File: src/rtl/fpu_ctrl.sv
// Multi-cycle sequencer between decode and the combinational FPU datapath.
// Operands are held on the FPU inputs for a per-opcode latency, then the result is written back.
module fpu_ctrl #(
    parameter int LAT_ADD = 1,
    parameter int LAT_MUL = 3,
    parameter int LAT_DIV = 12
) (
    input  logic        clk,
    input  logic        reset,
    input  logic        start,
    input  logic [2:0]  op,
    input  logic        double,
    input  logic [63:0] a,
    input  logic [63:0] b,
    input  logic [4:0]  rd,
    input  logic        flush,
    output logic        ready,
    output logic [63:0] fpu_a,
    output logic [63:0] fpu_b,
    output logic [2:0]  fpu_op,
    output logic        fpu_double,
    input  logic [63:0] fpu_result,
    output logic [63:0] result,
    output logic        wr_en,
    output logic [4:0]  wr_rd,
    output logic        illegal
);

    localparam logic [2:0] FPU_ADD = 3'b000;
    localparam logic [2:0] FPU_SUB = 3'b001;
    localparam logic [2:0] FPU_MUL = 3'b010;
    localparam logic [2:0] FPU_DIV = 3'b011;

    typedef enum logic [1:0] {
        IDLE = 2'd0,
        EXEC = 2'd1,
        DONE = 2'd2
    } state_t;

    state_t      state;
    logic [7:0]  count;
    logic [4:0]  rd_latched;
    logic        issue;
    logic        accept;
    logic        reject;

    function automatic logic op_legal(input logic [2:0] o);
        case (o)
            FPU_ADD, FPU_SUB, FPU_MUL, FPU_DIV: op_legal = 1'b1;
            default:                            op_legal = 1'b0;
        endcase
    endfunction

    // Counter preload is LAT-1 so that EXEC spans exactly LAT cycles.
    function automatic logic [7:0] lat_load(input logic [2:0] o);
        case (o)
            FPU_ADD, FPU_SUB: lat_load = 8'(LAT_ADD - 1);
            FPU_MUL:          lat_load = 8'(LAT_MUL - 1);
            FPU_DIV:          lat_load = 8'(LAT_DIV - 1);
            default:          lat_load = 8'd0;
        endcase
    endfunction

    assign ready = (state == IDLE) || (state == DONE);

    // Flush outranks start, so it blocks both acceptance and the illegal pulse.
    always_comb begin
        issue  = ready & start & ~flush;
        accept = issue & op_legal(op);
        reject = issue & ~op_legal(op);
    end

    // Sequencer state, held FPU operands, captured result and write-back strobes.
    always_ff @(posedge clk or posedge reset) begin
        if (reset) begin
            state      <= IDLE;
            count      <= 8'd0;
            rd_latched <= 5'd0;
            fpu_a      <= 64'd0;
            fpu_b      <= 64'd0;
            fpu_op     <= 3'd0;
            fpu_double <= 1'b0;
            result     <= 64'd0;
            wr_en      <= 1'b0;
            wr_rd      <= 5'd0;
            illegal    <= 1'b0;
        end else begin
            wr_en   <= 1'b0;
            illegal <= reject;

            if (accept) begin
                fpu_a      <= a;
                fpu_b      <= b;
                fpu_op     <= op;
                fpu_double <= double;
                rd_latched <= rd;
                count      <= lat_load(op);
            end else begin
                fpu_a      <= fpu_a;
                fpu_b      <= fpu_b;
                fpu_op     <= fpu_op;
                fpu_double <= fpu_double;
                rd_latched <= rd_latched;
            end

            case (state)
                IDLE: begin
                    if (accept) begin
                        state <= EXEC;
                    end else begin
                        state <= IDLE;
                    end
                end
                EXEC: begin
                    if (flush) begin
                        state <= IDLE;
                    end else if (count != 8'd0) begin
                        count <= count - 8'd1;
                        state <= EXEC;
                    end else begin
                        result <= fpu_result;
                        wr_en  <= 1'b1;
                        wr_rd  <= rd_latched;
                        state  <= DONE;
                    end
                end
                DONE: begin
                    // The write-back already happened this cycle; flush only blocks a new issue.
                    if (accept) begin
                        state <= EXEC;
                    end else begin
                        state <= IDLE;
                    end
                end
                default: begin
                    state <= IDLE;
                end
            endcase
        end
    end

endmodule

File: config.mk
export PLATFORM = sky130hd
export DESIGN_NAME = fpu_ctrl
export DESIGN_NICKNAME = d
export VERILOG_FILES = /design/src/rtl/fpu_ctrl.sv
export SDC_FILE = /design/constraint.sdc
export NUM_CORES = 1
export LEC_CHECK = 0
export CAP_MARGIN = 20
export CORE_AREA = 2 2 157 159
export DETAILED_ROUTE_END_ITERATION = 6
export DIE_AREA = 0 0 159 161
export PLACE_DENSITY = 0.72
export SYNTH_ARGS = -nofsm -noshare
export SYNTH_HDL_FRONTEND = slang
export SYNTH_SLANG_ARGS = --single-unit
File: constraint.sdc
create_clock -name clk -period 9.2 [get_ports clk]
set_input_delay 0.92 -clock clk [delete_from_list [all_inputs] [get_ports clk]]
set_output_delay 0.92 -clock clk [all_outputs]
set_load 0.03 [all_outputs]
==> results.json <==
{
  "status": "completed",
  "fin_ws_ns": 6.180,
  "syn_nets": 991,
  "cts_hold_buf": 0,
  "synth_common_cells": "413 x nand2_1, 218 x dfrtp_1, 68 x mux2_4",
  "arrival_ns": 3.43,
  "dieWidth_microns": 159,
  "post_drt_wl_per_cell_microns": 16.39,
  "clock_latency_ns": 0.52,
  "num_vias": 6844,
  "hold-path-endpoint": "fpu_b[28]$_DFFE_PP0P_",
  "synth_warnings": 0,
  "maxCapViolCount": 0,
  "io_buffers": 408,
  "ys_types": 36,
  "dr.pass1.iters": 4,
  "ctsResizeCount": 0,
  "grt_pass1_vias": 7080,
  "initial_utilization_pct": 35.83,
  "setup_viol": 0,
  "ff2ff_path_depth": 7,
  "fin_nets": 1394,
  "preCtsSetupSlack_ns": 5.624,
  "routed_wl_mm": 25.10,
  "async_flop_share_pct": 100.0,
  "synth-seq-cells": 218,
  "path_clk_slew_ns": 0.06,
  "cts_max_level": 1,
  "min_period_ns": 3.020,
  "antenna_found_initial": 2,
  "rsz0062_at_grt": "false",
  "cp_max_fo": 52,
  "critPathKind": "primary input to flip-flop",
  "gp_congestion": 0.7853,
  "synth_area_leaders": "dfrtp_1 64%, nand2_1 18%, mux2_4 12%, buf_2 1.4%, buf_6 0.92%",
  "min_path_cells": 2,
  "syn_inst": 785,
  "min_path_type": "flip-flop to flip-flop",
  "yosysTopAreaCellShare_pct": 63.54,
  "synthFlopType": "dfrtp_1",
  "cts_setup_buffers": 0,
  "cts_tree": "done",
  "r2r_slack_ns": 6.54,
  "drtIter0Drc": 413,
  "worstSetupEndpointType": "flip-flop",
  "power_density_nw_per_um2": 297.6,
  "antenna_left": 0,
  "synth_area_per_cell_sq_um": 10.94,
  "dpl.hpwl_mm": 17.43,
  "fp-row-count": 57,
  "syn_to_final_growth_pct": 60.04,
  "dieArea_sq_um": 25600,
  "drive_gt1_share_pct": 10.29,
  "overflow": 0,
  "yosys.area.top_type": "dfrtp_1",
  "fillCellCount": 2083,
  "utilization_pct": 57.34,
  "r2r_end": "result[21]$_DFFE_PP0P_",
  "required_ns": 9.61,
  "yosysMostFrequentCell": "nand2_1",
  "period_share_pct": 32.82,
  "netlist_area_sq_um": 8586,
  "fmax_mhz": 331.2,
  "worstHoldStart": "fpu_b[28]$_DFFE_PP0P_",
  "cts_buffer_depth": 3,
  "worst_slew_pin_slew_ns": 0.9586,
  "start_kind": "primary input",
  "synth_edf_count": 0,
  "yosysSeqAreaShare_pct": 63.54,
  "grt_max_degree": 91,
  "ff_latch_area_sq_um": 5455,
  "drv_slew": 0,
  "die_h_microns": 161,
  "grt_pass1_wl_mm": 39.93,
  "cts_buffers": 26,
  "p_leak_uw": 0.006696,
  "vdd_drop_max_v": 0.0001513,
  "drc": 0,
  "io_pins": 409,
  "hold_violations": 0,
  "rr_startpoint": "count[0]$_DFF_PP0_",
  "grt_usage_pct": 19.36,
  "clock_skew_ns": 0.01003,
  "fin_tns_setup_ns": 0,
  "vias_per_cell": 4.470,
  "core_area_sq_um": 23960,
  "root_buffer": "clkbuf_16",
  "cts.sinks": 218,
  "slew-limit-headroom_pct": 36.10,
  "multi_input_area_sq_um": 2889
}
-- worst max-delay path by stage --
stage	from	end	slack (ns)	cells after the start
finish	flush	result[57]$_DFFE_PP0P_	6.18	6
CTS	flush	result[57]$_DFFE_PP0P_	6.18	6
global placement	flush	result[57]$_DFFE_PP0P_	5.66	6
global route	flush	result[57]$_DFFE_PP0P_	6.07	6
floorplan	reset	count[0]$_DFF_PP0_	2.32	1
detailed placement	flush	result[57]$_DFFE_PP0P_	5.62	6
-- power breakdown --
group | switching, uW | internal, uW | leakage, uW
logic | 894 | 781 | 0.00355
clock network | 402 | 593 | 0.000402
registers | 173 | 1250 | 0.00275
-- critical path: stages --
cell and delay, ns:
clkdlybuf4s50_1 0.55, or3b_1 0.32, nor2_4 0.09, nand2_4 0.31
buf_4 0.81, mux2_2 0.41
-- registers in the layout, indices dropped and copies added (netlist names) --
| name | count |
|---|---|
| state | 2 |
| fpu_b | 64 |
| wr_rd | 5 |
| result | 64 |
| count | 8 |
| fpu_a | 64 |
| fpu_op | 3 |
| wr_en | 1 |
| illegal | 1 |
| fpu_double | 1 |
| rd_latched | 5 |
-- layer usage --
metal / vias up / wire, microns / share of wire, % / GRT usage [%]
li1: 3274 / - / - / -
met1: 3257 / 10300 / 41 / 23.57
met2: 273 / 12330 / 49 / 33.20
met3: 40 / 1915 / 7.6 / 5.804
met4: 0 / 548 / 2.2 / 6.116
met5: - / 0 / 0 / 0
-- logic make-up (layout without fill, tap and decap cells) --
logic type	after synthesis	in the layout	synth area share (%)
compound gates	17	17	1.282
mux	70	70	12.14
fa+ha+maj	1	1	0.1457
other cells	0	2	0
flops	218	218	63.54
simple gates	434	434	19.97
buf+inv	45	465	2.929
-- metrics by stage --
step	total power [uW]	hold slack (ns)	std cells	cell area [sq um]
final	4089	0.4689	1531	13740
after global routing	4280	0.4861	1531	13740
after CTS	4130	0.4747	1529	13740
after detailed placement	3113	0.4608	1484	12910
after global placement	3085	0.4561	1484	12910
after floorplan	2363	0.4458	785	8586
-- cells in the final DEF (no fill, tap or decap), types with 2 or more instances in the layout --
master	instances
a21oi_1	5
and2_1	2
and3_1	2
buf_4	6
clkbuf_1	5
clkbuf_16	27
clkbuf_8	4
clkdlybuf4s50_1	408
clkinv_2	5
clkinvlp_4	3
dfrtp_1	218
diode_2	2
inv_1	5
mux2_4	68
nand2_1	413
nor2_1	3
nor3_1	2
o21ai_0	5
-- area by class of cell --
type	count	share of cell area [%]
clock inverters	9	0.5646
clock buffers	36	5.454
inverters	6	0.2185
well taps	324	2.950
multi-input cells	522	21.03
diodes	2	0.03642
flip-flops and latches	218	39.70
repair buffers	414	30.05
No activity file was read; power rests on OpenSTA's default activity.
